$ cat config.mk
export PLATFORM = sky130hd
export DESIGN_NAME = operand_fetch_stage
export DESIGN_NICKNAME = d
export VERILOG_FILES = /design/src/rtl/opfetch_pkg.sv /design/src/rtl/opfetch_scoreboard.sv /design/src/rtl/operand_fetch_stage.sv
export SDC_FILE = /design/constraint.sdc
export NUM_CORES = 1
export LEC_CHECK = 0
export CAP_MARGIN = 0
export CORE_MARGIN = 4
export CORE_UTILIZATION = 40
export DETAILED_ROUTE_END_ITERATION = 7
export GPL_ROUTABILITY_DRIVEN = 0
export PLACE_DENSITY = 0.76
export SYNTH_ARGS = -nofsm -noshare
export SYNTH_HDL_FRONTEND = slang
export SYNTH_SLANG_ARGS = --single-unit
export TNS_END_PERCENT = 20
$ cat constraint.sdc
create_clock -name clk -period 6.1 [get_ports clk]
set_input_delay 1.22 -clock clk [delete_from_list [all_inputs] [get_ports clk]]
set_output_delay 1.22 -clock clk [all_outputs]
set_load 0.005 [all_outputs]
$ cat src/rtl/opfetch_pkg.sv
// ---------------------------------------------------------------------------
// opfetch_pkg
//
// Shared definitions for the operand fetch stage that sits directly upstream
// of the 32x32 register file.
//
// Contents:
//   DEF_WORD_LENGTH / DEF_N / DEF_ADDR_W  default data width, register count
//                                         and register index width
//   ZERO_REG                              hard-wired zero register index
//   operand_bundle_t                      {op_a, op_b, rd, we} output bundle
//   is_zero_reg()                         register-index zero test
// ---------------------------------------------------------------------------
package opfetch_pkg;

  localparam int DEF_WORD_LENGTH = 32;
  localparam int DEF_N           = 32;
  localparam int DEF_ADDR_W      = 5;

  localparam int ZERO_REG = 0;

  // Operand bundle captured by the stage's output register. The widths
  // follow the package defaults; the top checks its parameters against them.
  typedef struct packed {
    logic [DEF_WORD_LENGTH-1:0] op_a;
    logic [DEF_WORD_LENGTH-1:0] op_b;
    logic [DEF_ADDR_W-1:0]      rd;
    logic                       we;
  } operand_bundle_t;

  function automatic logic is_zero_reg(input logic [DEF_ADDR_W-1:0] r);
    return r == DEF_ADDR_W'(ZERO_REG);
  endfunction

endpackage

$ cat src/rtl/opfetch_scoreboard.sv
// ---------------------------------------------------------------------------
// opfetch_scoreboard
//
// Tracks which architectural registers have a write in flight. One bit per
// register. A set and a clear aimed at the same register in the same cycle
// leave the bit set (the newly issued writer is still outstanding). Register
// zero is never marked pending, and clears aimed at it are ignored.
//
// Ports:
//   clk, reset          clock (rising edge), asynchronous active-high reset
//   set_en, set_reg     mark set_reg pending at the next edge
//   clr_en, clr_reg     mark clr_reg no longer pending at the next edge
//   look_rs/rt/rd       register indices to look up
//   pend_rs/rt/rd       combinational pending status of those indices
// ---------------------------------------------------------------------------
module opfetch_scoreboard
  import opfetch_pkg::*;
#(
  parameter int N      = DEF_N,
  parameter int ADDR_W = DEF_ADDR_W
) (
  input  logic              clk,
  input  logic              reset,
  input  logic              set_en,
  input  logic [ADDR_W-1:0] set_reg,
  input  logic              clr_en,
  input  logic [ADDR_W-1:0] clr_reg,
  input  logic [ADDR_W-1:0] look_rs,
  input  logic [ADDR_W-1:0] look_rt,
  input  logic [ADDR_W-1:0] look_rd,
  output logic              pend_rs,
  output logic              pend_rt,
  output logic              pend_rd
);

  logic [N-1:0] pend;
  logic [N-1:0] set_mask;
  logic [N-1:0] clr_mask;
  logic [N-1:0] pend_next;

  always_comb begin
    set_mask = '0;
    clr_mask = '0;
    if (set_en && (set_reg != ADDR_W'(ZERO_REG))) begin
      set_mask[set_reg] = 1'b1;
    end
    if (clr_en && (clr_reg != ADDR_W'(ZERO_REG))) begin
      clr_mask[clr_reg] = 1'b1;
    end
    // Clear first, then OR in the set so a same-register collision stays set.
    pend_next           = (pend & ~clr_mask) | set_mask;
    pend_next[ZERO_REG] = 1'b0;
  end

  always_ff @(posedge clk or posedge reset) begin
    if (reset) begin
      pend <= '0;
    end else begin
      pend <= pend_next;
    end
  end

  assign pend_rs = pend[look_rs];
  assign pend_rt = pend[look_rt];
  assign pend_rd = pend[look_rd];

endmodule

$ cat src/rtl/operand_fetch_stage.sv
// ---------------------------------------------------------------------------
// operand_fetch_stage
//
// Drives the register file read addresses from the incoming instruction,
// selects the two operands and captures them, together with the destination
// fields, into a 1-deep output register behind a valid/ready handshake.
// In-flight destinations are tracked in a scoreboard; a source or
// destination that is still pending stalls the instruction (RAW / WAW).
//
// Build option:
//   OPFETCH_BYPASS_EN  defined   -> writeback data on the bus is forwarded
//                                   to a matching source in the same cycle,
//                                   and that cycle no longer counts as a
//                                   hazard for the written register.
//                      undefined -> operands come only from the register
//                                   file; a pending register stalls through
//                                   its writeback cycle and issues the cycle
//                                   after, once the file holds the value.
//
// Ports:
//   clk, reset                       clock, asynchronous active-high reset
//   in_valid/in_ready                upstream handshake
//   in_rs, in_rt, in_rd, in_we       instruction register fields
//   rf_read_reg1/2                   register file read addresses
//   rf_read_data1/2                  register file read data (combinational)
//   wb_valid, wb_reg, wb_data        writeback bus (same as file write port)
//   out_valid/out_ready              downstream handshake
//   out_op_a, out_op_b, out_rd,
//   out_we                           captured operand bundle
// ---------------------------------------------------------------------------
module operand_fetch_stage
  import opfetch_pkg::*;
#(
  parameter int WORD_LENGTH = DEF_WORD_LENGTH,
  parameter int N           = DEF_N,
  parameter int ADDR_W      = DEF_ADDR_W
) (
  input  logic                   clk,
  input  logic                   reset,
  input  logic                   in_valid,
  output logic                   in_ready,
  input  logic [ADDR_W-1:0]      in_rs,
  input  logic [ADDR_W-1:0]      in_rt,
  input  logic [ADDR_W-1:0]      in_rd,
  input  logic                   in_we,
  output logic [ADDR_W-1:0]      rf_read_reg1,
  output logic [ADDR_W-1:0]      rf_read_reg2,
  input  logic [WORD_LENGTH-1:0] rf_read_data1,
  input  logic [WORD_LENGTH-1:0] rf_read_data2,
  input  logic                   wb_valid,
  input  logic [ADDR_W-1:0]      wb_reg,
  input  logic [WORD_LENGTH-1:0] wb_data,
  output logic                   out_valid,
  input  logic                   out_ready,
  output logic [WORD_LENGTH-1:0] out_op_a,
  output logic [WORD_LENGTH-1:0] out_op_b,
  output logic [ADDR_W-1:0]      out_rd,
  output logic                   out_we
);

  // The operand bundle type is sized by the package defaults, and the
  // scoreboard indexes N bits with an ADDR_W index, so both must agree.
  if ((WORD_LENGTH != DEF_WORD_LENGTH) || (ADDR_W != DEF_ADDR_W)) begin : g_width_check
    $error("operand_fetch_stage: WORD_LENGTH/ADDR_W must match opfetch_pkg defaults");
  end
  if ((1 << ADDR_W) != N) begin : g_count_check
    $error("operand_fetch_stage: 2**ADDR_W must equal N");
  end

  logic                   rs_live;
  logic                   rt_live;
  logic                   rd_live;
  logic                   wb_hit_rs;
  logic                   wb_hit_rt;
  logic                   wb_hit_rd;
  logic [WORD_LENGTH-1:0] src_a;
  logic [WORD_LENGTH-1:0] src_b;
  logic                   pend_rs;
  logic                   pend_rt;
  logic                   pend_rd;
  logic                   hazard_a;
  logic                   hazard_b;
  logic                   waw;
  logic                   accept;
  logic                   sb_set;
  operand_bundle_t        sel_p0;
  operand_bundle_t        bundle_p1;
  logic                   vld_p1;

  // ---- stage p0: address drive, operand select, hazard detect ----

  assign rf_read_reg1 = in_rs;
  assign rf_read_reg2 = in_rt;

  assign rs_live = !is_zero_reg(in_rs);
  assign rt_live = !is_zero_reg(in_rt);
  assign rd_live = !is_zero_reg(in_rd);

`ifdef OPFETCH_BYPASS_EN
  // The file write lands at the coming edge, so a same-cycle reader must
  // take the value from the writeback bus instead of the file.
  assign wb_hit_rs = wb_valid && (wb_reg == in_rs);
  assign wb_hit_rt = wb_valid && (wb_reg == in_rt);
  assign wb_hit_rd = wb_valid && (wb_reg == in_rd);
  assign src_a     = wb_hit_rs ? wb_data : rf_read_data1;
  assign src_b     = wb_hit_rt ? wb_data : rf_read_data2;
`else
  // Without forwarding the writeback cycle still counts as pending; the
  // data bus is only consumed by the register file itself.
  logic unused_wb_data;
  assign wb_hit_rs      = 1'b0;
  assign wb_hit_rt      = 1'b0;
  assign wb_hit_rd      = 1'b0;
  assign src_a          = rf_read_data1;
  assign src_b          = rf_read_data2;
  assign unused_wb_data = ^wb_data;
`endif

  opfetch_scoreboard #(
    .N      (N),
    .ADDR_W (ADDR_W)
  ) u_scoreboard (
    .clk     (clk),
    .reset   (reset),
    .set_en  (sb_set),
    .set_reg (in_rd),
    .clr_en  (wb_valid),
    .clr_reg (wb_reg),
    .look_rs (in_rs),
    .look_rt (in_rt),
    .look_rd (in_rd),
    .pend_rs (pend_rs),
    .pend_rt (pend_rt),
    .pend_rd (pend_rd)
  );

  // Register zero is never pending, so the live checks only keep the
  // intent explicit; a writeback that resolves the register lifts the stall.
  assign hazard_a = rs_live && pend_rs && !wb_hit_rs;
  assign hazard_b = rt_live && pend_rt && !wb_hit_rt;
  assign waw      = in_we && rd_live && pend_rd && !wb_hit_rd;

  assign in_ready = (!vld_p1 || out_ready) && !hazard_a && !hazard_b && !waw;
  assign accept   = in_valid && in_ready;
  assign sb_set   = accept && in_we;

  always_comb begin
    sel_p0      = '0;
    sel_p0.op_a = rs_live ? src_a : '0;
    sel_p0.op_b = rt_live ? src_b : '0;
    sel_p0.rd   = in_rd;
    sel_p0.we   = in_we;
  end

  // ---- stage p1: output register ----

  // Data is cleared on reset as well, so outputs read zero out of reset.
  always_ff @(posedge clk or posedge reset) begin
    if (reset) begin
      vld_p1    <= 1'b0;
      bundle_p1 <= '0;
    end else if (accept) begin
      vld_p1    <= 1'b1;
      bundle_p1 <= sel_p0;
    end else if (vld_p1 && out_ready) begin
      vld_p1    <= 1'b0;
    end
  end

  assign out_valid = vld_p1;
  assign out_op_a  = bundle_p1.op_a;
  assign out_op_b  = bundle_p1.op_b;
  assign out_rd    = bundle_p1.rd;
  assign out_we    = bundle_p1.we;

endmodule

==> results.txt, run 1 <==
Worst path max stage delay: 870 ps
Worst-path cell with the longest stage delay: sky130_fd_sc_hd__clkdlybuf4s50_1
Endpoint required time on the critical path: 4880 ps
Sequential share of power: 42.8%
Share of total power in the clock network: 23.8%
Overall overflow remaining after global route: 0
Peak fanout along the critical path: 14
Critical Path End Type: primary output
Via density: 5.322
Vias in the first global route: 4,885
Placeable core area: 13,350 µm²
Synth Area in Simple Gates: 11.76%
Cell internal pwr: 1.597 mW
Number of max-capacitance violations reported: 0
Largest family of logic cells by synthesized area: multiplexers
TritonCTS clock tree: yes
Synth Area in Adders: 0%
Summed negative setup slack over all endpoints: 0 ps
Leading area contributor after synthesis: sky130_fd_sc_hd__dfrtp_1
Count of flip-flops with a built-in enable after synthesis: 0
Crit path kind: input port to primary output
1st-pass router iterations: 5
Antenna diodes: 0
Switching part of the total: 29.11%
H-tree depth reported by CTS: 3
Synth top area cells: sky130_fd_sc_hd__dfrtp_1 46%, sky130_fd_sc_hd__mux2i_1 14%, sky130_fd_sc_hd__mux4_2 5.7%, sky130_fd_sc_hd__nand2_1 4.9%, sky130_fd_sc_hd__inv_1 4.7%
Number of antenna violations at the first check in global routing: 0
Average cell area after synthesis: 10.40 µm²
Hold/Removal Path Class: flip-flop to flip-flop
Overall die area: 15,660 µm²
Rows: 42
Clock network latency to the later pin of the worst-skew pair: 350 ps
Power density normalized to cell area: 302.3 nW/µm²
Setup Buffers After CTS: 0
Instance count after placement with tap cells included: 835
Netlist cell types: 43
Worst slew margin relative to its limit: 25.89%
Share of total power in combinational logic: 33.4%
Net count of the finished layout: 792
Synthesized instance count: 528
Number of violations reported at the end of detailed-routing iteration 0: 278
Startpoint Class: input port
Status: finished, final reports clean
ANT nets after route: 0
Die W: 125.2 µm
Compound-Gate Fraction of Synth Area: 9.594%
Flip-flop and latch count after synthesis: 102
Kind of cell adding the most delay to the critical path: buffers and inverters
RSZ-0062 raised after global routing: no
Final count of negative-setup-slack endpoints: 0
Leakage: 3.313 nW
Buffers plus inverters on the worst setup path: 2
Area growth from synthesis to layout: 35.76%
Boundary pin count: 204
Critical path, cell by cell: clkdlybuf4s50_1 -> mux4_2 -> nor2b_1 -> nor4_1 -> a31oi_1 -> nor2_1 -> clkdlybuf4s50_1
Max Clk Rate: 190.1 MHz
Yosys top cell area share: 46.49%
Most numerous cell on the critical path: sky130_fd_sc_hd__clkdlybuf4s50_1
Total of hold buffers inserted after clock tree synthesis: 0
Residual DRC: 0
Proportion of layout cells with a drive suffix above 1: 7.259%
Async set or reset register ratio after synthesis: 100.0%
Hold violation total from the final report: 0
Worst Hold Margin: 503.6 ps
Post-Synthesis Net Count: 650
Combined global-route utilization of all metal layers: 19.88%
Wire length per cell after detailed routing: 18.23 µm
Main flop type after synthesis: sky130_fd_sc_hd__dfrtp_1
Transition time at the pin with the least slew margin: 1109 ps
Longest Clk Path Bufs: 2
Number of buffers created by CTS: 9
Clock Sinks: 102
Crit share post-route: 86.26%
Root buf cell: sky130_fd_sc_hd__clkbuf_16
Clock-pin slew reported for the worst setup and hold paths after clock tree synthesis: 70 ps
Post-synthesis sequential area ratio: 46.49%
Mux share of post-synthesis cell area: 22.24%
Crit path time final: 5262 ps
Non-filler cells in the finished layout: 851
Share of the core filled with cells: 55.84%
Post-synth design cell area: 5490 µm²
Final max-slew violation count: 0
Wire length of the first global-routing pass: 25.14 mm
Largest net degree at the start of global routing: 63
Number of warnings issued by yosys: 0
Count of port buffers added during placement: 171
Net switching power: 0.6558 mW
Layout Skew: 9.548 ps
Starting density of the core: 41.13%
Area share of xor/xnor cells in the synthesized design: 0%
Most instantiated cells after synthesis: 102 x sky130_fd_sc_hd__dfrtp_1, 77 x sky130_fd_sc_hd__mux2i_1, 71 x sky130_fd_sc_hd__nand2_1
HPWL after DPL: 11.47 mm
CTS-repair resized insts: 0
WP data arrival: 4040 ps
Wirelength, routed: 15.51 mm
Maximum VDD drop: 0.0001354 V
Most repeated cell in the gate-level netlist after synthesis: sky130_fd_sc_hd__dfrtp_1
Routed via count: 4,529
Chip Height: 125.2 µm
-- final timing paths --
path / slack (ps) / cells after the start / start / end
max: 840 / 7 / in_rd[0] / in_ready
min: 500 / 1 / out_rd[0]$_DFFE_PP0P_ / out_rd[0]$_DFFE_PP0P_
max reg2reg: 2890 / 6 / u_scoreboard.pend[22]$_DFF_PP0_ / u_scoreboard.pend[30]$_DFF_PP0_
min reg2reg: 500 / 1 / out_rd[0]$_DFFE_PP0P_ / out_rd[0]$_DFFE_PP0P_
max in group asynchronous: 3660 / 3 / reset / out_op_a[1]$_DFFE_PP0P_
min in group asynchronous: 1270 / 2 / reset / out_op_b[16]$_DFFE_PP0P_
-- placed cells by master, fill, tap and decap left out, types with 3 or more instances in the layout --
master                            instances
sky130_fd_sc_hd__o31ai_1                 31
sky130_fd_sc_hd__nand3b_1                12
sky130_fd_sc_hd__nand2b_1                 3
sky130_fd_sc_hd__clkinv_2                 3
sky130_fd_sc_hd__buf_4                    3
sky130_fd_sc_hd__or3_1                    4
sky130_fd_sc_hd__clkdlybuf4s50_1        171
sky130_fd_sc_hd__inv_1                   68
sky130_fd_sc_hd__nor3_1                   3
sky130_fd_sc_hd__mux2_2                   8
sky130_fd_sc_hd__mux2_1                   4
sky130_fd_sc_hd__clkbuf_16                9
sky130_fd_sc_hd__mux2i_1                 77
sky130_fd_sc_hd__dfrtp_1                102
sky130_fd_sc_hd__mux4_2                  14
sky130_fd_sc_hd__o32ai_1                  3
sky130_fd_sc_hd__or3b_2                   5
sky130_fd_sc_hd__o21ai_0                 35
sky130_fd_sc_hd__nor2b_1                  4
sky130_fd_sc_hd__nand2_1                 71
sky130_fd_sc_hd__nand3_1                  7
sky130_fd_sc_hd__o22ai_1                  4
sky130_fd_sc_hd__a21oi_1                  4
sky130_fd_sc_hd__nor2_1                   7
-- cell families after synthesis --
logic type / after synthesis
compound gates: 83
buf+inv: 113
simple gates: 127
mux: 103
flops: 102
-- power groups by stage --
stage	Combinational, mW	Clock (mW)	Sequential, mW
6_report	0.753	0.536	0.964
5_1_grt	0.821	0.578	0.990
4_1_cts	0.766	0.547	0.964
3_5_place_dp	0.762	0	0.976
3_3_place_gp	0.744	0	0.962
2_1_floorplan	0.286	0	0.972
-- layer usage --
layer / global-route usage, % / vias to the layer above / part of all wire, %
met5: 0 / - / 0
met3: 3.369 / 51 / 5.7
met1: 24.30 / 2201 / 40
li1: - / 2090 / -
met2: 33.53 / 187 / 50
met4: 10.91 / 0 / 4.0
-- per-stage QoR --
step                      total power, mW  worst slack (ps)  instance area [µm²]
after floorplan                     1.258              2205                 5490
after global placement              1.706             826.2                 7186
after detailed placement            1.738             840.7                 7186
after CTS                           2.276             826.0                 7453
after global routing                2.389             604.4                 7453
final                               2.253             838.4                 7453
-- flip-flops by register name, summed over array words and instances (netlist names) --
name,count
out_op_a,32
out_op_b,32
u_scoreboard.pend,31
out_rd,5
out_valid,1
out_we,1
-- worst reg2reg max path, cell delays in order, from the launching register on --
cell,delay [ps]
sky130_fd_sc_hd__dfrtp_1,420
sky130_fd_sc_hd__mux4_2,470
sky130_fd_sc_hd__nor2b_1,150
sky130_fd_sc_hd__nor4_1,300
sky130_fd_sc_hd__a31oi_1,220
sky130_fd_sc_hd__nand4b_2,910
sky130_fd_sc_hd__o31ai_1,600
-- layout make-up --
type / instances / area (µm²)
fillers: 1172 / 5894
repair buffers: 175 / 1754
multi-input cells: 313 / 2397
well taps: 176 / 220.2
clock inverters: 5 / 35.03
flip-flops and latches: 102 / 2552
inverters: 69 / 261.5
clock buffers: 11 / 232.7
No activity file was read; power rests on OpenSTA's default activity.
==> run 2: changes to the inputs <==
--- a/config.mk
+++ b/config.mk
@@ -7,10 +7,10 @@
 export LEC_CHECK = 0
 export CAP_MARGIN = 0
 export CORE_MARGIN = 4
-export CORE_UTILIZATION = 40
+export CORE_UTILIZATION = 47
 export DETAILED_ROUTE_END_ITERATION = 7
 export GPL_ROUTABILITY_DRIVEN = 0
-export PLACE_DENSITY = 0.76
+export PLACE_DENSITY = 0.87
 export SYNTH_ARGS = -nofsm -noshare
 export SYNTH_HDL_FRONTEND = slang
 export SYNTH_SLANG_ARGS = --single-unit
==> run 2 against run 1 <==
Non-clock buffer count stayed put. Clock power decreased by 0.9%. Fmax is 0.63% lower. Die area shrank 14%. Cell area fell by 0.47%. Register-to-register slack worse by 50 ps. Total power is essentially flat. Sequential share of layout area rose by 0.16 points. Core utilization increased by 9.1 points. Final cell count is 3.9% lower. Sequential power hardly changed. Critical path depth is the same. Critical endpoint unchanged.
==> results.txt, run 2 (same netlist as run 1, synthesis figures left out) <==
Crit share post-route: 86.81%
Chip Height: 116.1 µm
CTS-repair resized insts: 0
Final max-slew violation count: 0
Die W: 116.1 µm
Instance count after placement with tap cells included: 802
Final Instance Area: 7418 µm²
Placeable core area: 11,420 µm²
Most numerous cell on the critical path: sky130_fd_sc_hd__clkdlybuf4s50_1
Number of violations reported at the end of detailed-routing iteration 0: 332
Count of port buffers added during placement: 171
Hold/Removal Path Class: flip-flop to flip-flop
Endpoint required time on the critical path: 4880 ps
Number of buffers created by CTS: 9
Residual DRC: 0
Net switching power: 0.6554 mW
Area growth from synthesis to layout: 35.12%
Clock-pin slew reported for the worst setup and hold paths after clock tree synthesis: 70 ps
Longest Clk Path Bufs: 2
Share of total power in combinational logic: 33.7%
Clock Sinks: 102
Crit path depth: 7
Max Clk Rate: 188.9 MHz
Final count of negative-setup-slack endpoints: 0
Sequential share of power: 42.8%
Overall die area: 13,470 µm²
Wire length of the first global-routing pass: 23.95 mm
Met1 usage: 28.68%
Summed negative setup slack over all endpoints: 0 ps
R2r worst-path depth: 6
HPWL after DPL: 11.26 mm
Clock network latency to the later pin of the worst-skew pair: 350 ps
Root buf cell: sky130_fd_sc_hd__clkbuf_16
Launching point of the worst reg2reg path: u_scoreboard.pend[22]$_DFF_PP0_
Start point of the worst min-delay path: out_rd[2]$_DFFE_PP0P_
Worst-path cell with the longest stage delay: sky130_fd_sc_hd__clkdlybuf4s50_1
Maximum VDD drop: 0.0002253 V
ANT nets after route: 0
Most utilized layer in the global route result: met2
WP data arrival: 4080 ps
Rows: 39
Worst setup path startpoint: in_rd[0]
Switching part of the total: 29.10%
Critical Path End Type: primary output
Routed via count: 4,637
Boundary pin count: 204
Via density: 5.669
Status: finished, final reports clean
Share of total power in the clock network: 23.6%
Transition time at the pin with the least slew margin: 1102 ps
Starting density of the core: 48.08%
Number of antenna violations at the first check in global routing: 0
Non-filler cells in the finished layout: 818
TritonCTS clock tree: yes
Layout Skew: 10.06 ps
Commonest non-fill, non-tap cell in the layout: sky130_fd_sc_hd__clkdlybuf4s50_1
Antenna diodes: 0
Combined global-route utilization of all metal layers: 22.86%
Overall overflow remaining after global route: 0
Worst path max stage delay: 840 ps
Setup Buffers After CTS: 0
Startpoint Class: input port
Wire length per cell after detailed routing: 18.87 µm
Number of max-capacitance violations reported: 0
Crit path kind: input port to primary output
Worst Hold Path Cells: 1
Net count of the finished layout: 792
Power density normalized to cell area: 303.7 nW/µm²
H-tree depth reported by CTS: 3
Kind of cell adding the most delay to the critical path: buffers and inverters
Wirelength, routed: 15.44 mm
Placed cell area: 7144 µm²
Critical path, cell by cell: clkdlybuf4s50_1 -> mux4_2 -> nor2b_1 -> nor4_1 -> a31oi_1 -> nor2_1 -> clkdlybuf4s50_1
GR Layer Usage met2: 38.20%
Peak fanout along the critical path: 14
Worst slew margin relative to its limit: 26.37%
Cell internal pwr: 1.597 mW
RSZ-0062 raised after global routing: no
Proportion of layout cells with a drive suffix above 1: 7.407%
1st-pass router iterations: 5
Buffers plus inverters on the worst setup path: 2
Hold violation total from the final report: 0
Routing usage on met3: 3.760%
Vias in the first global route: 4,811
Most frequent cells in the layout: 171 x sky130_fd_sc_hd__clkdlybuf4s50_1, 102 x sky130_fd_sc_hd__dfrtp_1, 77 x sky130_fd_sc_hd__mux2i_1
Total of hold buffers inserted after clock tree synthesis: 0
Largest net degree at the start of global routing: 62
Crit path time final: 5295 ps
Leakage: 3.303 nW
-- run 2: changes by cell type in the layout (fill, tap and decap cells not counted) --
cell / before / now
sky130_fd_sc_hd__clkinvlp_4: 0 / 3
sky130_fd_sc_hd__clkinv_2: 3 / 1
sky130_fd_sc_hd__inv_6: 0 / 2
sky130_fd_sc_hd__clkbuf_1: 2 / 1
sky130_fd_sc_hd__clkinv_4: 1 / 0
sky130_fd_sc_hd__inv_8: 1 / 0
-- run 2: routing by layer --
metal / part of all wire [%] / up-vias
li1: - / 2099
met5: 0 / -
met2: 50 / 261
met1: 39 / 2234
met3: 8.0 / 43
met4: 3.3 / 0
-- run 2: stage by stage --
stage               setup WS [ps]  util [%]  total power, mW  hold slack, ps
floorplan                    2205         -            1.258           482.8
global placement            924.4     62.57            1.699           471.9
CTS                         845.3     64.97            2.271           499.8
detailed placement          856.8     62.57            1.737           479.1
finish                      804.8     64.97            2.253           490.8
global route                625.3     64.97            2.388           537.7
-- run 2: worst paths after layout --
check	endpoint	slack [ps]
max in group asynchronous	out_op_b[8]$_DFFE_PP0P_	3640
min reg2reg	out_rd[2]$_DFFE_PP0P_	490
max reg2reg	u_scoreboard.pend[6]$_DFF_PP0_	2840
min in group asynchronous	out_op_b[13]$_DFFE_PP0P_	1280
max	in_ready	800
min	out_rd[2]$_DFFE_PP0P_	490
-- run 2: power by group through the flow --
stage	sequential, mW	combinational [mW]	clock, mW
4_1_cts	0.963	0.768	0.540
5_1_grt	0.985	0.829	0.574
3_5_place_dp	0.975	0.762	0
2_1_floorplan	0.972	0.286	0
6_report	0.963	0.758	0.531
3_3_place_gp	0.961	0.737	0
-- run 2: area by class of cell --
type	instances	area [µm²]
Clock inverter	6	45.04
Clock buffer	10	229.0
Multi-Input combinational cell	313	2397
Sequential cell	102	2552
Tap cell	143	178.9
Fill cell	867	4000
Timing Repair Buffer	175	1754
Inverter	69	261.5
==> run 3: changes to the inputs <==
==> constraint.sdc (replaced) <==
create_clock -name clk -period 6.1 [get_ports clk]
set_input_delay 0.915 -clock clk [delete_from_list [all_inputs] [get_ports clk]]
set_output_delay 0.915 -clock clk [all_outputs]
set_load 0.005 [all_outputs]
==> run 3 against run 2 <==
Setup slack better by 590 ps. Clock power decreased by 1%. Global-route usage up 0.050 points. Final cell count decreased by 0.12%. Hold slack improved by 0.84 ps. Largest power group unchanged. Critical path type unchanged. Total power is 0.25% lower. Wire length grew 0.16%. Register-to-register slack better by 30 ps. Core utilization down 0.24 points. Critical path depth unchanged.
==> results.txt, run 3 (same netlist as run 1, synthesis figures left out) <==
Final count of negative-setup-slack endpoints: 0
Final max-slew violation count: 0
Status: finished, final reports clean
Leakage: 3.296 nW
Worst slew margin relative to its limit: 27.37%
ANT nets after route: 0
Clock-pin slew reported for the worst setup and hold paths after clock tree synthesis: 70 ps
Layout Skew: 11.46 ps
Startpoint Class: input port
Power density normalized to cell area: 304.0 nW/µm²
Summed negative setup slack over all endpoints: 0 ps
Kind of cell adding the most delay to the critical path: buffers and inverters
Clock network latency to the later pin of the worst-skew pair: 350 ps
Endpoint required time on the critical path: 5180 ps
Power consumption: 2.247 mW
Most frequent cells in the layout: 171 x sky130_fd_sc_hd__clkdlybuf4s50_1, 102 x sky130_fd_sc_hd__dfrtp_1, 77 x sky130_fd_sc_hd__mux2i_1
Instance count after placement with tap cells included: 801
WP data arrival: 3790 ps
Via density: 5.627
Hold violation total from the final report: 0
Count of port buffers added during placement: 171
Root buf cell: sky130_fd_sc_hd__clkbuf_16
Net switching power: 0.6532 mW
Placed cell area: 7124 µm²
Setup Buffers After CTS: 0
Most numerous cell on the critical path: sky130_fd_sc_hd__clkdlybuf4s50_1
Commonest non-fill, non-tap cell in the layout: sky130_fd_sc_hd__clkdlybuf4s50_1
Wire length of the first global-routing pass: 23.92 mm
Worst path max stage delay: 1080 ps
Placeable core area: 11,420 µm²
Critical path, cell by cell: clkdlybuf4s50_1 -> mux4_2 -> nor2b_1 -> nor4_1 -> a31oi_1 -> nor2_1 -> clkdlybuf4s50_1
Boundary pin count: 204
Maximum VDD drop: 0.0001977 V
Wirelength, routed: 15.46 mm
RSZ-0062 raised after global routing: no
Total of hold buffers inserted after clock tree synthesis: 0
Chip Height: 116.1 µm
TritonCTS clock tree: yes
Number of violations reported at the end of detailed-routing iteration 0: 299
Critical Path End Type: primary output
Vias in the first global route: 4,673
Sequential share of power: 43.1%
Final Instance Area: 7391 µm²
Share of total power in combinational logic: 33.6%
Residual DRC: 0
Clock Sinks: 102
Fill cell total of the finished layout: 863
CTS-repair resized insts: 0
Cell internal pwr: 1.594 mW
Largest net degree at the start of global routing: 53
Peak fanout along the critical path: 19
Starting density of the core: 48.08%
Crit path time final: 4704 ps
Buffers plus inverters on the worst setup path: 2
Switching part of the total: 29.07%
Share of total power in the clock network: 23.3%
Proportion of layout cells with a drive suffix above 1: 7.122%
Hold/Removal Path Class: flip-flop to flip-flop
Antenna diodes: 0
H-tree depth reported by CTS: 3
Number of buffers created by CTS: 9
Overall overflow remaining after global route: 0
Crit share post-route: 77.11%
Area growth from synthesis to layout: 34.62%
Worst-path cell with the longest stage delay: sky130_fd_sc_hd__clkdlybuf4s50_1
Number of antenna violations at the first check in global routing: 0
Overall die area: 13,470 µm²
Max Clk Rate: 212.6 MHz
Transition time at the pin with the least slew margin: 1087 ps
1st-pass router iterations: 5
HPWL after DPL: 11.32 mm
Non-filler cells in the finished layout: 817
Longest Clk Path Bufs: 2
Die W: 116.1 µm
Rows: 39
Combined global-route utilization of all metal layers: 22.91%
Routed via count: 4,597
Crit path kind: input port to primary output
Wire length per cell after detailed routing: 18.92 µm
Number of max-capacitance violations reported: 0
Worst Hold Margin: 491.6 ps
Net count of the finished layout: 791
[run 3: layout make-up]
cell class              count  area, µm²  share of cell area (%)
flip-flops and latches    102       2552                   34.54
multi-input cells         313       2397                   32.44
inverters                  69      261.5                   3.538
clock buffers              11      232.7                   3.149
clock inverters             5      33.78                  0.4571
well taps                 143      178.9                   2.421
repair buffers            174       1734                   23.46
[run 3: path summary, 6_finish.rpt]
kind | start | end | slack (ps) | cells after the start
worst max-delay path | in_rd[1] | in_ready | 1400 | 7
worst min-delay path | out_rd[1]$_DFFE_PP0P_ | out_rd[1]$_DFFE_PP0P_ | 490 | 1
worst max register to register | u_scoreboard.pend[23]$_DFF_PP0_ | out_op_b[4]$_DFFE_PP0P_ | 2870 | 7
worst min register to register | out_rd[1]$_DFFE_PP0P_ | out_rd[1]$_DFFE_PP0P_ | 490 | 1
max in group asynchronous | reset | out_op_b[10]$_DFFE_PP0P_ | 3950 | 3
min in group asynchronous | reset | out_op_b[25]$_DFFE_PP0P_ | 1020 | 2
[run 3: stage by stage]
step | utilization, % | worst slack (ps)
3_3_place_gp | 62.39 | 1450
4_1_cts | 64.73 | 1445
5_1_grt | 64.73 | 1229
3_5_place_dp | 62.39 | 1411
6_report | 64.73 | 1396
2_1_floorplan | - | 2510
[run 3: worst reg2reg max path, stage by stage (launching register included)]
cell	delay [ps]
sky130_fd_sc_hd__dfrtp_1	420
sky130_fd_sc_hd__mux4_2	490
sky130_fd_sc_hd__nor2b_1	150
sky130_fd_sc_hd__nor4_1	310
sky130_fd_sc_hd__a31oi_1	220
sky130_fd_sc_hd__and4b_4	850
sky130_fd_sc_hd__buf_4	430
sky130_fd_sc_hd__mux2i_1	270
[run 3: routing by layer]
metal,part of all wire [%],vias up,global-route usage [%]
li1,-,2091,-
met1,40,2240,28.87
met4,2.8,0,10.67
met3,7.4,44,3.864
met5,0,-,0
met2,50,222,38.59
[run 3: power by group through the flow]
stage | logic, mW | registers (mW) | clock network, mW
after floorplan | 0.286 | 0.972 | 0
after global placement | 0.735 | 0.963 | 0
after detailed placement | 0.759 | 0.980 | 0
after CTS | 0.764 | 0.968 | 0.539
after global routing | 0.822 | 0.991 | 0.566
final | 0.754 | 0.968 | 0.525
